### src/rtl/display_pkg.sv
// Shared types and constants for the 4-digit 7-segment scan controller.
package display_pkg;

    localparam int NUM_DIGITS = 4;

    // Conversion sequencer states.
    typedef enum logic [1:0] {
        ST_IDLE   = 2'd0,
        ST_SHIFT  = 2'd1,
        ST_COMMIT = 2'd2
    } conv_state_e;

    // Segments are active-high, bit0 = a ... bit6 = g.
    localparam logic [6:0] SEG_BLANK = 7'b0000000;

    // Hex-to-segment table, entry 15 first so that SEG_TABLE[n] encodes n.
    localparam logic [15:0][6:0] SEG_TABLE = {
        7'b1110001,  // F
        7'b1111001,  // E
        7'b1011110,  // d
        7'b0111001,  // C
        7'b1111100,  // b
        7'b1110111,  // A
        7'b1101111,  // 9
        7'b1111111,  // 8
        7'b0000111,  // 7
        7'b1111101,  // 6
        7'b1101101,  // 5
        7'b1100110,  // 4
        7'b1001111,  // 3
        7'b1011011,  // 2
        7'b0000110,  // 1
        7'b0111111   // 0
    };

    function automatic logic [6:0] seg_encode(input logic [3:0] nib);
        return SEG_TABLE[nib];
    endfunction

endpackage

### src/rtl/display_scan_controller_if.sv
// Value-in / segments-out bundle of the display scan controller.
interface display_scan_controller_if;
    logic [7:0] number;
    logic       hex_mode;
    logic [6:0] seg7;
    logic [3:0] select;
    logic       busy;

    // The value source (e.g. computer) side.
    modport master (output number, hex_mode, input seg7, select, busy);
    // The display controller side.
    modport slave  (input number, hex_mode, output seg7, select, busy);
endinterface

### src/rtl/bin2bcd_serial.sv
// Serial 8-bit binary to 3-digit BCD converter (double-dabble, one bit per cycle).
module bin2bcd_serial (
    input  logic        clk,
    input  logic        rst,
    input  logic        start_i,
    input  logic [7:0]  value_i,
    output logic        busy_o,
    output logic        done_o,
    output logic [11:0] bcd_o
);
    // {hundreds, tens, ones, binary remainder}
    logic [19:0] sr_q, sr_d;
    logic [2:0]  bit_cnt_q, bit_cnt_d;
    logic        busy_q, busy_d;
    logic [11:0] adj;

    function automatic logic [3:0] add3(input logic [3:0] n);
        return (n >= 4'd5) ? n + 4'd3 : n;
    endfunction

    // Next state: load on start, otherwise add-3 then shift once per busy cycle.
    always_comb begin
        // NOTE: every combinational output gets a default first so no latch is inferred.
        sr_d      = sr_q;
        bit_cnt_d = bit_cnt_q;
        busy_d    = busy_q;
        adj       = {add3(sr_q[19:16]), add3(sr_q[15:12]), add3(sr_q[11:8])};
        if (busy_q) begin
            sr_d      = {adj, sr_q[7:0]} << 1;
            bit_cnt_d = bit_cnt_q - 3'd1;
            if (bit_cnt_q == 3'd0) begin
                busy_d = 1'b0;
            end
        end else if (start_i) begin
            sr_d      = {12'd0, value_i};
            bit_cnt_d = 3'd7;
            busy_d    = 1'b1;
        end
    end

    // State registers.
    always_ff @(posedge clk or posedge rst) begin
        // NOTE: sequential state uses non-blocking assignments so all registers update together.
        if (rst) begin
            sr_q      <= '0;
            bit_cnt_q <= '0;
            busy_q    <= 1'b0;
        end else begin
            sr_q      <= sr_d;
            bit_cnt_q <= bit_cnt_d;
            busy_q    <= busy_d;
        end
    end

    assign busy_o = busy_q;
    // Last shift cycle; the result is stable in sr_q from the following cycle.
    assign done_o = busy_q && (bit_cnt_q == 3'd0);
    assign bcd_o  = sr_q[19:8];

endmodule

### src/rtl/display_scan_controller.sv
// 4-digit 7-segment scan controller: change detect, BCD/hex conversion, blanking, multiplexing.
module display_scan_controller
    import display_pkg::*;
#(
    parameter int CLK_HZ   = 20_000_000,
    parameter int DIGIT_HZ = 1000
) (
    input  logic                      clk,
    input  logic                      reset,
    display_scan_controller_if.slave  bus
);
    localparam int               SCAN_DIV  = CLK_HZ / DIGIT_HZ;
    localparam int               CNT_W     = $clog2(SCAN_DIV);
    localparam logic [CNT_W-1:0] SCAN_LAST = CNT_W'(SCAN_DIV - 1);
    localparam int               IDX_W     = $clog2(NUM_DIGITS);

    conv_state_e      state_q, state_d;
    logic [7:0]       last_number_q, last_number_d;
    logic             pending_q, pending_d;
    logic             hex_conv_q, hex_conv_d;
    logic             hex_latched_q, hex_latched_d;
    logic [2:0][3:0]  digit_q, digit_d;
    logic [CNT_W-1:0] scan_cnt_q, scan_cnt_d;
    logic [IDX_W-1:0] digit_idx_q, digit_idx_d;
    logic [6:0]       seg7_q, seg7_d;
    logic [3:0]       select_q, select_d;
    logic             start;
    logic             bcd_busy;
    logic             bcd_done;
    logic [11:0]      bcd;
    logic             scan_wrap;
    logic [3:0]       shown_nib;
    logic             shown_blank;

    bin2bcd_serial u_bin2bcd (
        .clk     (clk),
        .rst     (reset),
        .start_i (start),
        .value_i (bus.number),
        .busy_o  (bcd_busy),
        .done_o  (bcd_done),
        .bcd_o   (bcd)
    );

    // Change detect and conversion sequencing; COMMIT publishes the finished digits.
    always_comb begin
        state_d       = state_q;
        last_number_d = last_number_q;
        pending_d     = pending_q;
        hex_conv_d    = hex_conv_q;
        hex_latched_d = hex_latched_q;
        digit_d       = digit_q;
        start         = 1'b0;
        if (bus.number != last_number_q) begin
            pending_d = 1'b1;
        end
        case (state_q)
            ST_IDLE: begin
                if (pending_q) begin
                    start         = 1'b1;
                    last_number_d = bus.number;
                    hex_conv_d    = bus.hex_mode;
                    pending_d     = 1'b0;
                    state_d       = ST_SHIFT;
                end
            end
            ST_SHIFT: begin
                if (bcd_done) begin
                    state_d = ST_COMMIT;
                end
            end
            ST_COMMIT: begin
                hex_latched_d = hex_conv_q;
                if (hex_conv_q) begin
                    digit_d = {4'd0, last_number_q[7:4], last_number_q[3:0]};
                end else begin
                    digit_d = bcd;
                end
                state_d = ST_IDLE;
            end
            default: state_d = ST_IDLE;
        endcase
    end

    // Scan timing, blanking and segment lookup; uses the next digit values so a commit shows one cycle later.
    always_comb begin
        scan_wrap   = (scan_cnt_q == SCAN_LAST);
        scan_cnt_d  = scan_wrap ? '0 : scan_cnt_q + 1'b1;
        digit_idx_d = scan_wrap ? digit_idx_q + 1'b1 : digit_idx_q;
        select_d    = scan_wrap ? 4'b0000 : (4'b0001 << digit_idx_q);
        shown_nib   = 4'd0;
        shown_blank = 1'b1;
        case (digit_idx_q)
            2'd0: begin
                shown_nib   = digit_d[0];
                shown_blank = 1'b0;
            end
            2'd1: begin
                shown_nib   = digit_d[1];
                shown_blank = !hex_latched_d && (digit_d[2] == 4'd0) && (digit_d[1] == 4'd0);
            end
            2'd2: begin
                shown_nib   = digit_d[2];
                shown_blank = hex_latched_d || (digit_d[2] == 4'd0);
            end
            default: begin
                shown_nib   = 4'd0;
                shown_blank = 1'b1;
            end
        endcase
        seg7_d = (scan_wrap || shown_blank) ? SEG_BLANK : seg_encode(shown_nib);
    end

    // State and output registers.
    always_ff @(posedge clk or posedge reset) begin
        if (reset) begin
            state_q       <= ST_IDLE;
            last_number_q <= '0;
            pending_q     <= 1'b0;
            hex_conv_q    <= 1'b0;
            hex_latched_q <= 1'b0;
            // NOTE: the digit registers are reset on purpose so the display shows "0" straight after reset.
            digit_q       <= '0;
            scan_cnt_q    <= '0;
            digit_idx_q   <= '0;
            seg7_q        <= SEG_BLANK;
            select_q      <= '0;
        end else begin
            state_q       <= state_d;
            last_number_q <= last_number_d;
            pending_q     <= pending_d;
            hex_conv_q    <= hex_conv_d;
            hex_latched_q <= hex_latched_d;
            digit_q       <= digit_d;
            scan_cnt_q    <= scan_cnt_d;
            digit_idx_q   <= digit_idx_d;
            seg7_q        <= seg7_d;
            select_q      <= select_d;
        end
    end

    assign bus.seg7   = seg7_q;
    assign bus.select = select_q;
    assign bus.busy   = bcd_busy || (state_q == ST_COMMIT);

endmodule

### src/flat_wrapper.sv
// flat-port wrapper written by rule: the top's interface ports become plain ports
module display_scan_controller_flat import display_pkg::*;
#(
    parameter int CLK_HZ   = 20_000_000,
    parameter int DIGIT_HZ = 1000
)
  (clk, reset, bus_number, bus_hex_mode, bus_seg7, bus_select, bus_busy);
  display_scan_controller_if bus_i ();
  input  logic clk;
  input  logic reset;
  input wire logic [$bits(bus_i.number)-1:0] bus_number;
  input wire logic [$bits(bus_i.hex_mode)-1:0] bus_hex_mode;
  output wire logic [$bits(bus_i.seg7)-1:0] bus_seg7;
  output wire logic [$bits(bus_i.select)-1:0] bus_select;
  output wire logic [$bits(bus_i.busy)-1:0] bus_busy;
  assign bus_i.number = bus_number;
  assign bus_i.hex_mode = bus_hex_mode;
  assign bus_seg7 = bus_i.seg7;
  assign bus_select = bus_i.select;
  assign bus_busy = bus_i.busy;
  display_scan_controller #(.CLK_HZ(CLK_HZ), .DIGIT_HZ(DIGIT_HZ)) u_core (.clk(clk), .reset(reset), .bus(bus_i));
endmodule
### config.mk
export PLATFORM = sky130hd
export DESIGN_NAME = display_scan_controller_flat
export DESIGN_NICKNAME = d
export VERILOG_FILES = /design/src/rtl/display_pkg.sv /design/src/rtl/display_scan_controller_if.sv /design/src/rtl/bin2bcd_serial.sv /design/src/rtl/display_scan_controller.sv /design/src/flat_wrapper.sv
export SDC_FILE = /design/constraint.sdc
export NUM_CORES = 1
export LEC_CHECK = 0
export BUFFER_PORTS_ARGS = -buffer_cell sky130_fd_sc_hd__buf_2
export CORE_ASPECT_RATIO = 1.2
export CORE_MARGIN = 2
export CORE_UTILIZATION = 50
export CTS_CLUSTER_DIAMETER = 60
export CTS_CLUSTER_SIZE = 25
export DETAILED_ROUTE_END_ITERATION = 6
export PLACE_DENSITY = 0.68
export RECOVER_POWER = 50
export SKIP_LAST_GASP = 1
export SLEW_MARGIN = 20
export SYNTH_ARGS = -nofsm -noshare
export SYNTH_HDL_FRONTEND = slang
export SYNTH_SLANG_ARGS = --single-unit
export TNS_END_PERCENT = 20
### constraint.sdc
create_clock -name clk -period 4.58 [get_ports clk]
set_input_delay 0.229 -clock clk [delete_from_list [all_inputs] [get_ports clk]]
set_output_delay 0.229 -clock clk [all_outputs]
set_load 0.01 [all_outputs]
-- After elaboration in Yosys (flattened, before gate mapping)
Memories as Yosys holds them, arrays and structs flattened.
Index checks and enable logic that the tools add are counted.
- register bits after elaboration: 77
- ROM bits: 112
- input port bits: 11
- word-level logic and storage cells: 77
- memories kept: 1
- add/subtract/negate cells: 6
- order comparisons: 4
- equality and inequality tests: 8
- shift operators: 1
- multiplexer cells: 27
- reductions and logical operators: 15
- memories (name ; depth ; width ; rd ports ; clocked after memory_dff ; write ports ; RTL line ; source):
    (no name shown) ; 16 ; 7 ; 1 ; 0 ; 0 ; display_pkg.sv:37 ; return SEG_TABLE[nib];
- operators with widths (operator ; count):
    $mux W20 ; 2
    $mux W12 ; 2
    $add A15 B1 Y15 const B ; 1
    $eq A15 B15 Y1 const B ; 1
    $mux W15 ; 1
    $mux W7 ; 2
    $ge A4 B3 Y1 const B ; 3
    $mux W4 ; 3
    $pmux W4 S3 ; 1
    $mux W1 ; 9
    $mux W3 ; 3
    $add A4 B2 Y4 const B ; 2
    $logic_not A4 Y1 ; 2
    $ne A8 B8 Y1 ; 1
    $lt A4 B5 Y1 const B ; 1
    $eq A2 B1 Y1 const B ; 2
    $eq A2 B2 Y1 const B ; 2
    $logic_not A2 Y1 ; 2
    $mux W2 ; 2
    $ne A2 B1 Y1 const B ; 2
    $pmux W2 S2 ; 1
    $reduce_and A2 Y1 ; 2
    $shl A1 B2 Y4 const A ; 1
    $add A3 B2 Y3 const B ; 1
    8 further kinds ; 12

-- Logic depth before layout (Yosys ltp)
- depth in word-level cells: 8
- depth in mapped cells: 12
- gate-level depth less buffers: 10

-- Cells and area by module
From an unflattened synthesis, not the netlist that was laid out.
- cell total of the unflattened synthesis: 384
- area, all modules: 4087.7 um2
- modules (own cells, without submodules) (module ; times used ; cells an instance ; area an instance (um2) ; sequential area each (um2)):
    display_scan_controller ; 1 ; 227 ; 2635.0 ; 1326.3
    bin2bcd_serial ; 1 ; 157 ; 1452.6 ; 600.6

-- Worst setup path before layout
No wires, ideal clock.
- path type: register to register
- start point: register u_core.state_q[0]
- end point: register u_core.seg7_q[3] (netlist: u_core.bus.seg7[3])
- data arrival time: 2.285 ns
- path slack: 2.174 ns
- cell stages (with the launch flop): 12
- buffers on the path: 2
- clock period less this slack: 2.406 ns
- path through: dfrtp_1 -> nor2b_4 -> buf_6 -> mux2_2 -> a222oi_1 -> buf_2 -> or2_2 -> inv_1 -> ha_1 -> nor2_1 -> mux2i_1 -> o211a_1
- RTL lines (what ; RTL line ; source):
    start, declared ; display_scan_controller.sv:17 ; conv_state_e state_q, state_d;
    start signal, assigned ; display_scan_controller.sv:129 ; state_q <= state_d;
    end signal, assigned ; display_scan_controller.sv:137 ; seg7_q <= seg7_d;
    end, declared ; display_scan_controller.sv:25 ; logic [6:0] seg7_q, seg7_d;

==> flow_summary.toml <==
[worst_setup_path]
rr_startpoint = "u_core.state_q[0]"
cp_top_family = "buffers and inverters"
critPathArrivalTime_ns = 2.88
cp_data_required_time_ns = 4.67
path_depth = 3
worstSetupEndpoint = "u_core.digit_q[10]"
r2r_slack_ns = 1.82
start_kind = "input pin"
path_class = "in2async"
startpoint = "reset"
path_buf_inv = 3
reg2regPathDepth = 10
endpoint_kind = "asynchronous set/reset pin"
slowest_delay_ns = 1.43
slowest_stage = "clkbuf_1"
path_cells = "buf_2, inv_1, clkbuf_1"
crit_fanout = 43
rr_endpoint = "u_core.bus.seg7[3]"

[route]
wire_per_inst_um = 14.2
postRouteAntennaNets = 0
via_per_inst = 5.39
drt_iter0_drc = 190
first_pass_iters = 6
drc_errors = 0
wirelength_um = 7290
vias = 2778

[floorplanning]
die_y_um = 101
io_pins = 23
dieArea_sq_um = 8500
die_w_um = 84.5
initial_core_util_pct = 51.1
core_sq_um = 7620
rows = 35

[clocking]
postCtsSetupBuffers = 0
hold_buffers = 0
cts_buffer_depth = 2
cts_num_sinks = 77
insertion_delay_ns = 0.35
clockRootBuffer = "clkbuf_8"
cts_inserted_buffers = 9
clk_pin_slew_ns = 0.08
htree_levels = 3
cts_tree = "done"
cts_resized = 0

[grt]
first_global_vias = 2636
grt_max_degree = 44
grt_pass1_wl_um = 12600
grt-ovfl-total = 0
track_usage_pct = 18.8
antenna_found_initial = 0

[worst_hold_path]
hold_class = "in2reg"

[sta]
rsz0062_at_grt = "no"
finalHoldViolCount = 0
setup_viol = 0
final_max_slew_viol_count = 80
tns_ns = 0
max_freq_ghz = 0.358
post-route-min-period_ns = 2.79
tightest_slew_ns = 1.88
slew_headroom_pct = -25.4
fin_crit_sh_pct = 60.9
finClkSkew_ns = 0.0131

[logic_synthesis]
avgSynthCellArea_sq_um = 9.82
ys_types = 43
synthCells = 396
syn-num-nets = 423
synth_warnings = 0
async_flop_share_pct = 100
synth_top_area_share_pct = 49.5
synth_ff_type = "dfrtp_1"
syn_area_sq_um = 3890
synth.area.top_cells = "dfrtp_1 (50%), nand2_1 (6.7%), ha_1 (5.1%)"
synth_top_area_cell = "dfrtp_1"
synth_seq_cells = 77
seq_area_frac_synth_pct = 49.5
synth_edf_count = 0

[cells_and_area]
diodes = 0
fillers = 691
regArea_sq_um = 1930
multi_input_area_sq_um = 1820
final_layout_size_suffix_gt1_share_pct = 10.9
final_net_count = 445
syn2layout_area_growth_pct = 10.6
final_cell_area_sq_um = 4300

[run_status]
outcome = "finished with violations"
violations = "capacitance limit, slew limit"

[pwr]
powerDensity_nw_per_um2 = 600
p_int_w = 0.00165
ir_worst_vdd_uv = 298
seqPwrFrac_pct = 41.4
switching_share_pct = 36.1
p_clk_share_pct = 23.7
p_leak_nw = 1.97
p_switching_w = 0.000932
combinationalPowerShare_pct = 34.9

[job]
maxCapViolCount = 2

[placement]
place_congestion = 0.827
port_buffers = 22
dpl_cell_area_sq_um = 4080
dp_hpwl_um = 5100
-- flip-flops by register name (all words and copies together), names as in the netlist, 2 cells and up --
signal                      flops
u_core.state_q                  2
u_core.u_bin2bcd.bit_cnt_q      3
u_core.scan_cnt_q              15
u_core.u_bin2bcd.sr_q          20
u_core.bus.seg7                 7
u_core.bus.select               4
u_core.last_number_q            8
u_core.digit_idx_q              2
u_core.digit_q                 12
-- logic make-up (layout without fill, tap and decap cells) --
group,Yosys count,after routing,synth area share (%)
xor+xnor,29,29,6.53
simple gates,159,159,19.5
mux,25,25,6.88
compound gates,58,58,8.85
fa+ha+maj,16,16,5.15
flops,77,77,49.5
buf+inv,32,59,3.57
-- worst min-delay path, stage by stage --
cell	delay, ns
buf_2	0.08
nand2_1	0.06
nand2_1	0.06
-- placed cells by master, fill, tap and decap left out, drive strengths merged, types with 4 or more instances in the layout --
cell type,instances
buf,17
nand4,4
nand2b,6
inv,14
nor2b,9
a21oi,17
nor2,28
ha,16
mux2,11
nor3,10
xnor2,17
dfrtp,77
mux2i,14
xor2,12
nor3b,5
o21ai,26
o31ai,7
nand3,9
nand2,69
clkbuf,22
-- synth_stat cells (2+ instances only) --
master,n
nand3_1,9
nor3_1,10
or3_1,2
clkbuf_1,12
mux2_2,9
nand3b_1,2
nor2_1,28
nor4b_1,3
nor2b_1,8
buf_2,3
a222oi_1,3
xor2_1,12
a21oi_1,17
dfrtp_1,77
or2_2,2
nand4_1,4
ha_1,16
o21ai_1,2
xnor2_1,17
nor3b_1,5
nand2_1,69
and3_1,3
o31ai_1,7
nand2b_1,6
o21ai_0,23
inv_1,14
nor4_1,2
mux2i_1,14
buf_4,2
and2_1,2
-- metal layers --
metal / vias to the layer above / part of all wire, % / global-route usage [%]
met1: 1348 / 47 / 25.1
met4: 0 / 1.6 / 7.69
met2: 40 / 49 / 30.8
li1: 1380 / - / -
met5: - / 0 / 0
met3: 10 / 2.4 / 2.70
-- metrics by stage --
step / util (%) / hold slack (ns) / total power [W] / std cells / worst slack (ns)
2_1_floorplan: - / 0.334 / 0.00177 / 396 / 2.17
3_3_place_gp: 53.6 / 0.460 / 0.00197 / 499 / 1.92
3_5_place_dp: 53.6 / 0.463 / 0.00199 / 499 / 1.82
4_1_cts: 56.7 / 0.0817 / 0.00261 / 515 / 1.79
5_1_grt: 56.5 / 0.102 / 0.00279 / 515 / 1.09
6_report: 56.5 / 0.102 / 0.00258 / 515 / 1.79
-- power by group through the flow --
stage	Combinational, W	Sequential (W)	Clock, W
2_1_floorplan	0.000762	0.00101	0
3_3_place_gp	0.000890	0.00108	0
3_5_place_dp	0.000912	0.00108	0
4_1_cts	0.000921	0.00107	0.000624
5_1_grt	0.00104	0.00110	0.000651
6_report	0.000902	0.00107	0.000611
-- worst min-delay path by stage --
stage	cells past startpoint	start	endpoint
finish	3	bus_hex_mode	u_core.hex_conv_q
global route	3	bus_hex_mode	u_core.hex_conv_q
CTS	2	reset	u_core.u_bin2bcd.sr_q[1]
detailed placement	3	bus_hex_mode	u_core.hex_conv_q
global placement	2	u_core.u_bin2bcd.sr_q[1]	u_core.u_bin2bcd.sr_q[2]
floorplan	2	bus_hex_mode	u_core.hex_conv_q
-- final cells by class --
class / count / share of cell area [%]
Clock inverter: 6 / 2.59
Tap cell: 92 / 2.68
Timing Repair Buffer: 29 / 3.37
Sequential cell: 77 / 44.8
Inverter: 14 / 1.22
Clock buffer: 10 / 2.97
Multi-Input combinational cell: 287 / 42.4
No activity file was read; power rests on OpenSTA's default activity.
